File: src/rtl/operand_entry.sv
// Operand entry front end: synchronised switches, debounced ENTER,
// sign-magnitude to two's complement, one valid/ready packet per press.
module operand_entry #(
  parameter int DEBOUNCE_CYCLES = 250000,
  parameter int SYNC_STAGES     = 2
) (
  input  logic       clk,
  input  logic       ar,
  input  logic       aSign,
  input  logic [2:0] a_mag,
  input  logic       bSign,
  input  logic [2:0] b_mag,
  input  logic       switchAdd,
  input  logic       switchSub,
  input  logic       enter,
  output logic [3:0] a_op,
  output logic [3:0] b_op,
  output logic [1:0] mode,
  output logic       op_valid,
  input  logic       op_ready,
  output logic       busy,
  output logic       err
);

  localparam int CW = $clog2(DEBOUNCE_CYCLES);
  localparam logic [CW-1:0] CNT_MAX = CW'(DEBOUNCE_CYCLES - 1);

  typedef enum logic [1:0] {
    IDLE, CAPTURE, HOLD, RELEASE
  } state_e;

  state_e state_q, state_d;

  logic [10:0]   sync_q [SYNC_STAGES];
  logic [10:0]   sync_d [SYNC_STAGES];
  logic [10:0]   s;
  logic [CW-1:0] cnt_q, cnt_d;
  logic          deb_q, deb_d;
  logic [3:0]    a_op_q, a_op_d;
  logic [3:0]    b_op_q, b_op_d;
  logic [1:0]    mode_q, mode_d;
  logic          op_valid_q, op_valid_d;
  logic          err_q, err_d;
  logic          en_s, sel_ok;
  logic [1:0]    sel_mode;

  function automatic logic [3:0] to_tc(
    input logic       sgn,
    input logic [2:0] mag
  );
    // -0 wraps to 0000 naturally, so 1000 can never appear
    to_tc = sgn ? 4'(4'd0 - {1'b0, mag}) : {1'b0, mag};
  endfunction

  always_comb begin
    sync_d[0] = {enter, switchSub, switchAdd,
                 bSign, b_mag, aSign, a_mag};
    for (int i = 1; i < SYNC_STAGES; i++)
      sync_d[i] = sync_q[i-1];
  end

  assign s    = sync_q[SYNC_STAGES-1];
  assign en_s = s[10];

  always_comb begin
    deb_d = deb_q;
    cnt_d = '0;
    if (en_s != deb_q) begin
      if (cnt_q == CNT_MAX) deb_d = en_s;
      else                  cnt_d = cnt_q + 1'b1;
    end
  end

  always_comb begin
    sel_ok   = s[8] | s[9];
    sel_mode = s[8] ? 2'b00 : 2'b01;
  end

  always_ff @(posedge clk or negedge ar) begin
    if (!ar) begin
      for (int i = 0; i < SYNC_STAGES; i++)
        sync_q[i] <= '0;
      cnt_q      <= '0;
      deb_q      <= 1'b0;
      state_q    <= IDLE;
      a_op_q     <= '0;
      b_op_q     <= '0;
      mode_q     <= '0;
      op_valid_q <= 1'b0;
      err_q      <= 1'b0;
    end else begin
      sync_q     <= sync_d;
      cnt_q      <= cnt_d;
      deb_q      <= deb_d;
      state_q    <= state_d;
      a_op_q     <= a_op_d;
      b_op_q     <= b_op_d;
      mode_q     <= mode_d;
      op_valid_q <= op_valid_d;
      err_q      <= err_d;
    end
  end

  // IDLE is only entered with deb_q low, so a high level there is a press
  always_comb begin
    state_d = state_q;
    unique case (state_q)
      IDLE:    if (deb_q) state_d = sel_ok ? CAPTURE : RELEASE;
      CAPTURE: state_d = HOLD;
      HOLD:    if (op_valid_q && op_ready) state_d = RELEASE;
      RELEASE: if (!deb_q) state_d = IDLE;
      default: state_d = IDLE;
    endcase
  end

  always_comb begin
    a_op_d     = a_op_q;
    b_op_d     = b_op_q;
    mode_d     = mode_q;
    op_valid_d = op_valid_q;
    err_d      = 1'b0;
    unique case (state_q)
      IDLE:    err_d = deb_q & ~sel_ok;
      CAPTURE: begin
        a_op_d     = to_tc(s[3], s[2:0]);
        b_op_d     = to_tc(s[7], s[6:4]);
        mode_d     = sel_mode;
        op_valid_d = 1'b1;
      end
      HOLD:    if (op_ready) op_valid_d = 1'b0;
      default: ;
    endcase
  end

  assign a_op     = a_op_q;
  assign b_op     = b_op_q;
  assign mode     = mode_q;
  assign op_valid = op_valid_q;
  assign err      = err_q;
  assign busy     = (state_q != IDLE);

endmodule

File: config.mk
export PLATFORM = sky130hd
export DESIGN_NAME = operand_entry
export DESIGN_NICKNAME = d
export VERILOG_FILES = /design/src/rtl/operand_entry.sv
export SDC_FILE = /design/constraint.sdc
export NUM_CORES = 1
export LEC_CHECK = 0
export ABC_CLOCK_PERIOD_IN_PS = 4200
export BUFFER_PORTS_ARGS = -buffer_cell sky130_fd_sc_hd__buf_2
export CAP_MARGIN = 20
export CORE_MARGIN = 10
export CORE_UTILIZATION = 25
export DETAILED_ROUTE_END_ITERATION = 8
export GPL_ROUTABILITY_DRIVEN = 0
export MAX_ROUTING_LAYER = met4
export PLACE_DENSITY = 0.38
export SYNTH_ARGS = -nofsm -noshare
export SYNTH_HDL_FRONTEND = slang
export SYNTH_SLANG_ARGS = --single-unit
File: constraint.sdc
create_clock -name clk -period 4.2 [get_ports clk]
set_input_delay 0.21 -clock clk [delete_from_list [all_inputs] [get_ports clk]]
set_output_delay 0.21 -clock clk [all_outputs]
set_load 0.1 [all_outputs]
; ---- Yosys cells after proc, flatten, opt, wreduce, memory -nomap -nowiden
; Cells that the tools add are included.
[classes]
n_eq_ne = 9
n_bitwise = 3
add_sub_neg = 3
n_reduce_logical = 7
n_mux = 13
[op_table]
columns = op, count
row1 = 18-bit two-way mux, 2
row2 = "18-bit by 1-bit adder with 18-bit output, second input constant", 1
row3 = "18-bit equality test, second input constant", 1
row4 = 2-bit two-way mux, 4
row5 = 4-bit two-way mux, 2
row6 = "2-bit inequality test, second input constant", 4
row7 = 2-bit case mux with 4 select lines, 1
row8 = "1-bit by 3-bit subtractor with 4-bit output, first input constant", 2
row9 = "2-bit equality test, second input constant", 2
row10 = 2-bit AND reduction, 2
row11 = 2-bit nonzero test, 2
row12 = 1-bit two-way mux, 3
row13 = 3-bit AND reduction, 1
row14 = "2-bit by 1-bit equality test with 1-bit output, second input constant", 1
row15 = 2-bit logical NOT, 1
row16 = 1-bit case mux with 2 select lines, 1
row17 = 1-bit bitwise AND, 1
row18 = 1-bit logical AND, 1
row19 = 1-bit inequality test, 1
row20 = 1-bit inverter, 1
row21 = 1-bit bitwise OR, 1
[word_totals]
input_bits = 14
ff_bits = 55
output_inout_bits = 13

; ---- Logic depth before layout (Yosys ltp)
[logic_depth]
ltp_word = 4
depth_mapped = 6
ltp_nobuf = 6

; ---- Least setup slack after synthesis
; OpenSTA, ideal clock, no wires.
[synth_path]
path_kind = register -> register
start = register state_q[0]
end = register state_q[0]
setup_ns = 0.083
stages_incl_launch_ff = 7
arrival_ns = 1.764
period_less_slack_ns = 1.848
path_slack_ns = 2.352
path_cell_list = dfrtp_1 -> inv_1 -> ha_1 -> inv_1 -> o221a_2 -> nor2_1 -> a31oi_1
[synth_via]
elab_chain_cells = 3
elab_cells_between_ends = 9
[synth_rtl]
columns = item, line_no
row1 = start: declaration, 32  ; state_e state_q, state_d;
row2 = start signal: assignment, 95  ; state_q <= state_d;
row3 = 2-bit equality test / 2-bit logical NOT (equally long branches), 107  ; unique case (state_q)
row4 = 2-bit inequality test (no line), --
row5 = 3-bit AND reduction (no line), --
; Parallel ways exist; a longest one is shown, timed or not.
; A chain may end at the register's enable or synchronous reset.

; ---- Worst setup path in the final report
[layout_path]
start = register cnt_q[0]
end = register cnt_q[11]
[layout_via]
elab_chain_cells = 3
elab_cells_between_ends = 4
[layout_rtl]
columns = item, line_no
row1 = start: declaration, 37  ; logic [CW-1:0] cnt_q, cnt_d;
row2 = start signal: assignment, 93  ; cnt_q <= cnt_d;
row3 = 18-bit by 1-bit adder with 18-bit output / 18-bit equality test (equally long branches), "70, 69"
row4 = 18-bit two-way mux *, 69  ; if (cnt_q == CNT_MAX) deb_d = en_s;
row5 = 18-bit two-way mux *, 68  ; if (en_s != deb_q) begin
row6 = via cnt_d[11], 37
; The timed path passes the listed nets; every way through them passes the cells marked *.

==> impl_metrics.env <==
export IMPL_cp_buffers_inverters=0
export IMPL_areaGrowthSynthToFinish_pct=20.2
export IMPL_worstPathCellList="ha_1, nand3_1, o41ai_4, nor2_1"
export IMPL_critPathMaxFanout=18
export IMPL_totalWireLength_mm=4.10
export IMPL_yosysSeqAreaShare_pct=61.7
export IMPL_slew_headroom_pct=31.1
export IMPL_place_ws_ns=1.92
export IMPL_final_common_cell="dfrtp_1"
export IMPL_cp_arrival_ns=2.36
export IMPL_startpoint_type="flop"
export IMPL_slowest_delay_ns=1.00
export IMPL_n_fill_cell=901
export IMPL_place_area_um2=2430
export IMPL_hold_viol_final=0
export IMPL_fp_dieW_um=114
export IMPL_p_leak_nw=1.21
export IMPL_fin_crit_ns=2.20
export IMPL_first_iter_violations=47
export IMPL_port_buffer_count=25
export IMPL_fin_nets=244
export IMPL_crit_path_end_kind="flop"
export IMPL_synth_net_count=205
export IMPL_cts_buffers=5
export IMPL_ir_drop_mv=0.140
export IMPL_ys_types=30
export IMPL_slowest_stage="o41ai_4"
export IMPL_ant_nets=0
export IMPL_grt_usage_pct=7.01
export IMPL_avgSynthCellArea_um2=11.9
export IMPL_diodes=0
export IMPL_final_layout_size_suffix_gt1_share_pct=18.8
export IMPL_required_ns=4.36
export IMPL_status="complete, no violations"
export IMPL_ios=27
export IMPL_overflow=0
export IMPL_setup_viol=0
export IMPL_slew_viol_final=0
export IMPL_clk_pin_slew_ns=0.11
export IMPL_seqCellArea_um2=1350
export IMPL_cts_repair_resized=0
export IMPL_drt_first_pass_iters=4
export IMPL_cts_path_max_buffers=2
export IMPL_yosys_warnings=0
export IMPL_worstSetupPathType="flop to flop"
export IMPL_skew_ns=0.0101
export IMPL_rsz0062_at_grt="false"
export IMPL_wl_per_cell_um=12.3
export IMPL_drc=0
export IMPL_fp_row_count=34
export IMPL_cts_tree="done"
export IMPL_cts_root_buf="clkbuf_8"
export IMPL_die_area_um2=12900
export IMPL_layout_common_cells="54 x dfrtp_1, 29 x nor2_1, 25 x buf_2"
export IMPL_antenna_found_initial=0
export IMPL_grt_pass1_vias=1478
export IMPL_powerDensity_nw_per_um2=343
export IMPL_fp_dieH_um=114
export IMPL_cpLargestDelayFamily="compound AO/OA/AOI/OAI gates"
export IMPL_initial_core_util_pct=25.3
export IMPL_fin_ws_ns=2.00
export IMPL_tns_ns=0
export IMPL_synth_area_um2=2190
export IMPL_insertion_delay_ns=0.31
export IMPL_dpl_hpwl_mm=2.75
export IMPL_multiInputGateArea_um2=754
export IMPL_grt_pass1_wl_mm=7.13
export IMPL_syn_inst=184
export IMPL_max_freq_mhz=454
export IMPL_clock_sinks=54
export IMPL_timing_final_crit_share_pct=52.4
export IMPL_post_cts_setup_buffer_count=0
export IMPL_cap_violations=0
export IMPL_ys_ff_latch=54
export IMPL_worst_pin_slew_ns=1.03
export IMPL_core_area_um2=8640
export IMPL_via_count=1370
export IMPL_worstHoldPathType="input port to async pin"
export IMPL_routed_via_density=4.13
export IMPL_stdcell_area_um2=2630
export IMPL_grt_max_degree=55
export IMPL_htree_levels=2
-- stage by stage --
stage | hold WS (ns) | cells | total power, mW | utilization, %
3_5_place_dp | 0.319 | 314 | 0.589 | 28.1
5_1_grt | 0.0117 | 332 | 0.944 | 30.5
2_1_floorplan | -0.0856 | 184 | 0.568 | -
6_report | 0.0162 | 332 | 0.902 | 30.5
3_3_place_gp | 0.320 | 314 | 0.589 | 28.1
4_1_cts | 0.00214 | 331 | 0.919 | 30.3
-- logic make-up after synthesis --
family          count (synthesis)  share of synthesized area, %
buf+inv                        19                          3.77
flops                          54                          61.7
other cells                     1                         0.171
simple gates                   62                          14.2
mux                             7                          3.37
xor+xnor                       18                          7.20
compound gates                 16                          5.55
fa+ha+maj                       7                          4.00
-- area by class of cell --
| type | instances | share of cell area, % |
|---|---|---|
| sequential | 54 | 51.4 |
| timing repair buffer | 36 | 8.85 |
| tap | 108 | 5.14 |
| clock buffer | 6 | 3.14 |
| clock inverter | 2 | 0.666 |
| inverter | 15 | 2.14 |
| multi-input combinational | 111 | 28.7 |
-- power breakdown --
part           leakage (nW)  internal, mW  total (mW)  switching [mW]
clock                0.0514         0.136       0.319           0.183
sequential            0.696         0.533       0.539         0.00676
combinational         0.459        0.0185      0.0436          0.0251
-- synth_stat cells --
cell type  number  area (µm²)
a21oi_1         7        35.0
a21oi_2         1        8.76
a31oi_1         1        6.26
and2_1          1        6.26
and3_1          1        6.26
buf_4           1        7.51
buf_6           1        11.3
clkbuf_1        2        7.51
conb_1          1        3.75
dfrtp_1        54        1350
ha_1            7        87.6
inv_1          15        56.3
mux2_2          3        33.8
mux2i_1         4        40.0
nand2_1         5        18.8
nand3_1         6        30.0
nand4_1         5        31.3
nand4_4         1        21.3
nor2_1         29         109
nor2b_1         3        18.8
nor3_1          4        20.0
nor4_1          5        31.3
o21ai_0         3        15.0
o221a_2         1        11.3
o311ai_0        2        17.5
o41ai_4         1        27.5
or3_1           1        6.26
or4_4           1        11.3
xnor2_1        15         131
xor2_1          3        26.3
-- layer usage --
metal  vias to the layer above  GRT usage [%]  share of wire, %
met4                         0           3.81               2.3
met5                         -              -                 0
met3                         7           1.47               2.7
met1                       657           8.28                49
met2                        20           11.0                46
li1                        686              -                 -
-- path summary, 6_finish.rpt --
check	from	to	slack, ns	cells past startpoint
worst max-delay path	cnt_q[0]	cnt_q[11]	2.00	4
worst min-delay path	ar	op_valid	0.02	2
worst max register to register	cnt_q[0]	cnt_q[11]	2.00	4
worst min register to register	sync_d[9]	s[9]	0.35	0
max in group asynchronous	ar	a_op[2]	3.72	2
min in group clk	switchSub	sync_d[9]	0.02	1
-- registers in the layout (all words and copies together) (netlist names) --
| register | flops |
|---|---|
| sync_d | 11 |
| b_op | 4 |
| deb_q | 1 |
| state_q | 2 |
| cnt_q | 18 |
| a_op | 4 |
| s | 11 |
| err | 1 |
| mode | 1 |
| op_valid | 1 |
-- repair_timing --
action | 4_1_cts | 5_1_grt
hold endpoints to repair | 9 | 1
hold buffers | 9 | 1
setup endpoints to repair | 0 | 0
(Power assumes the default switching activity.)
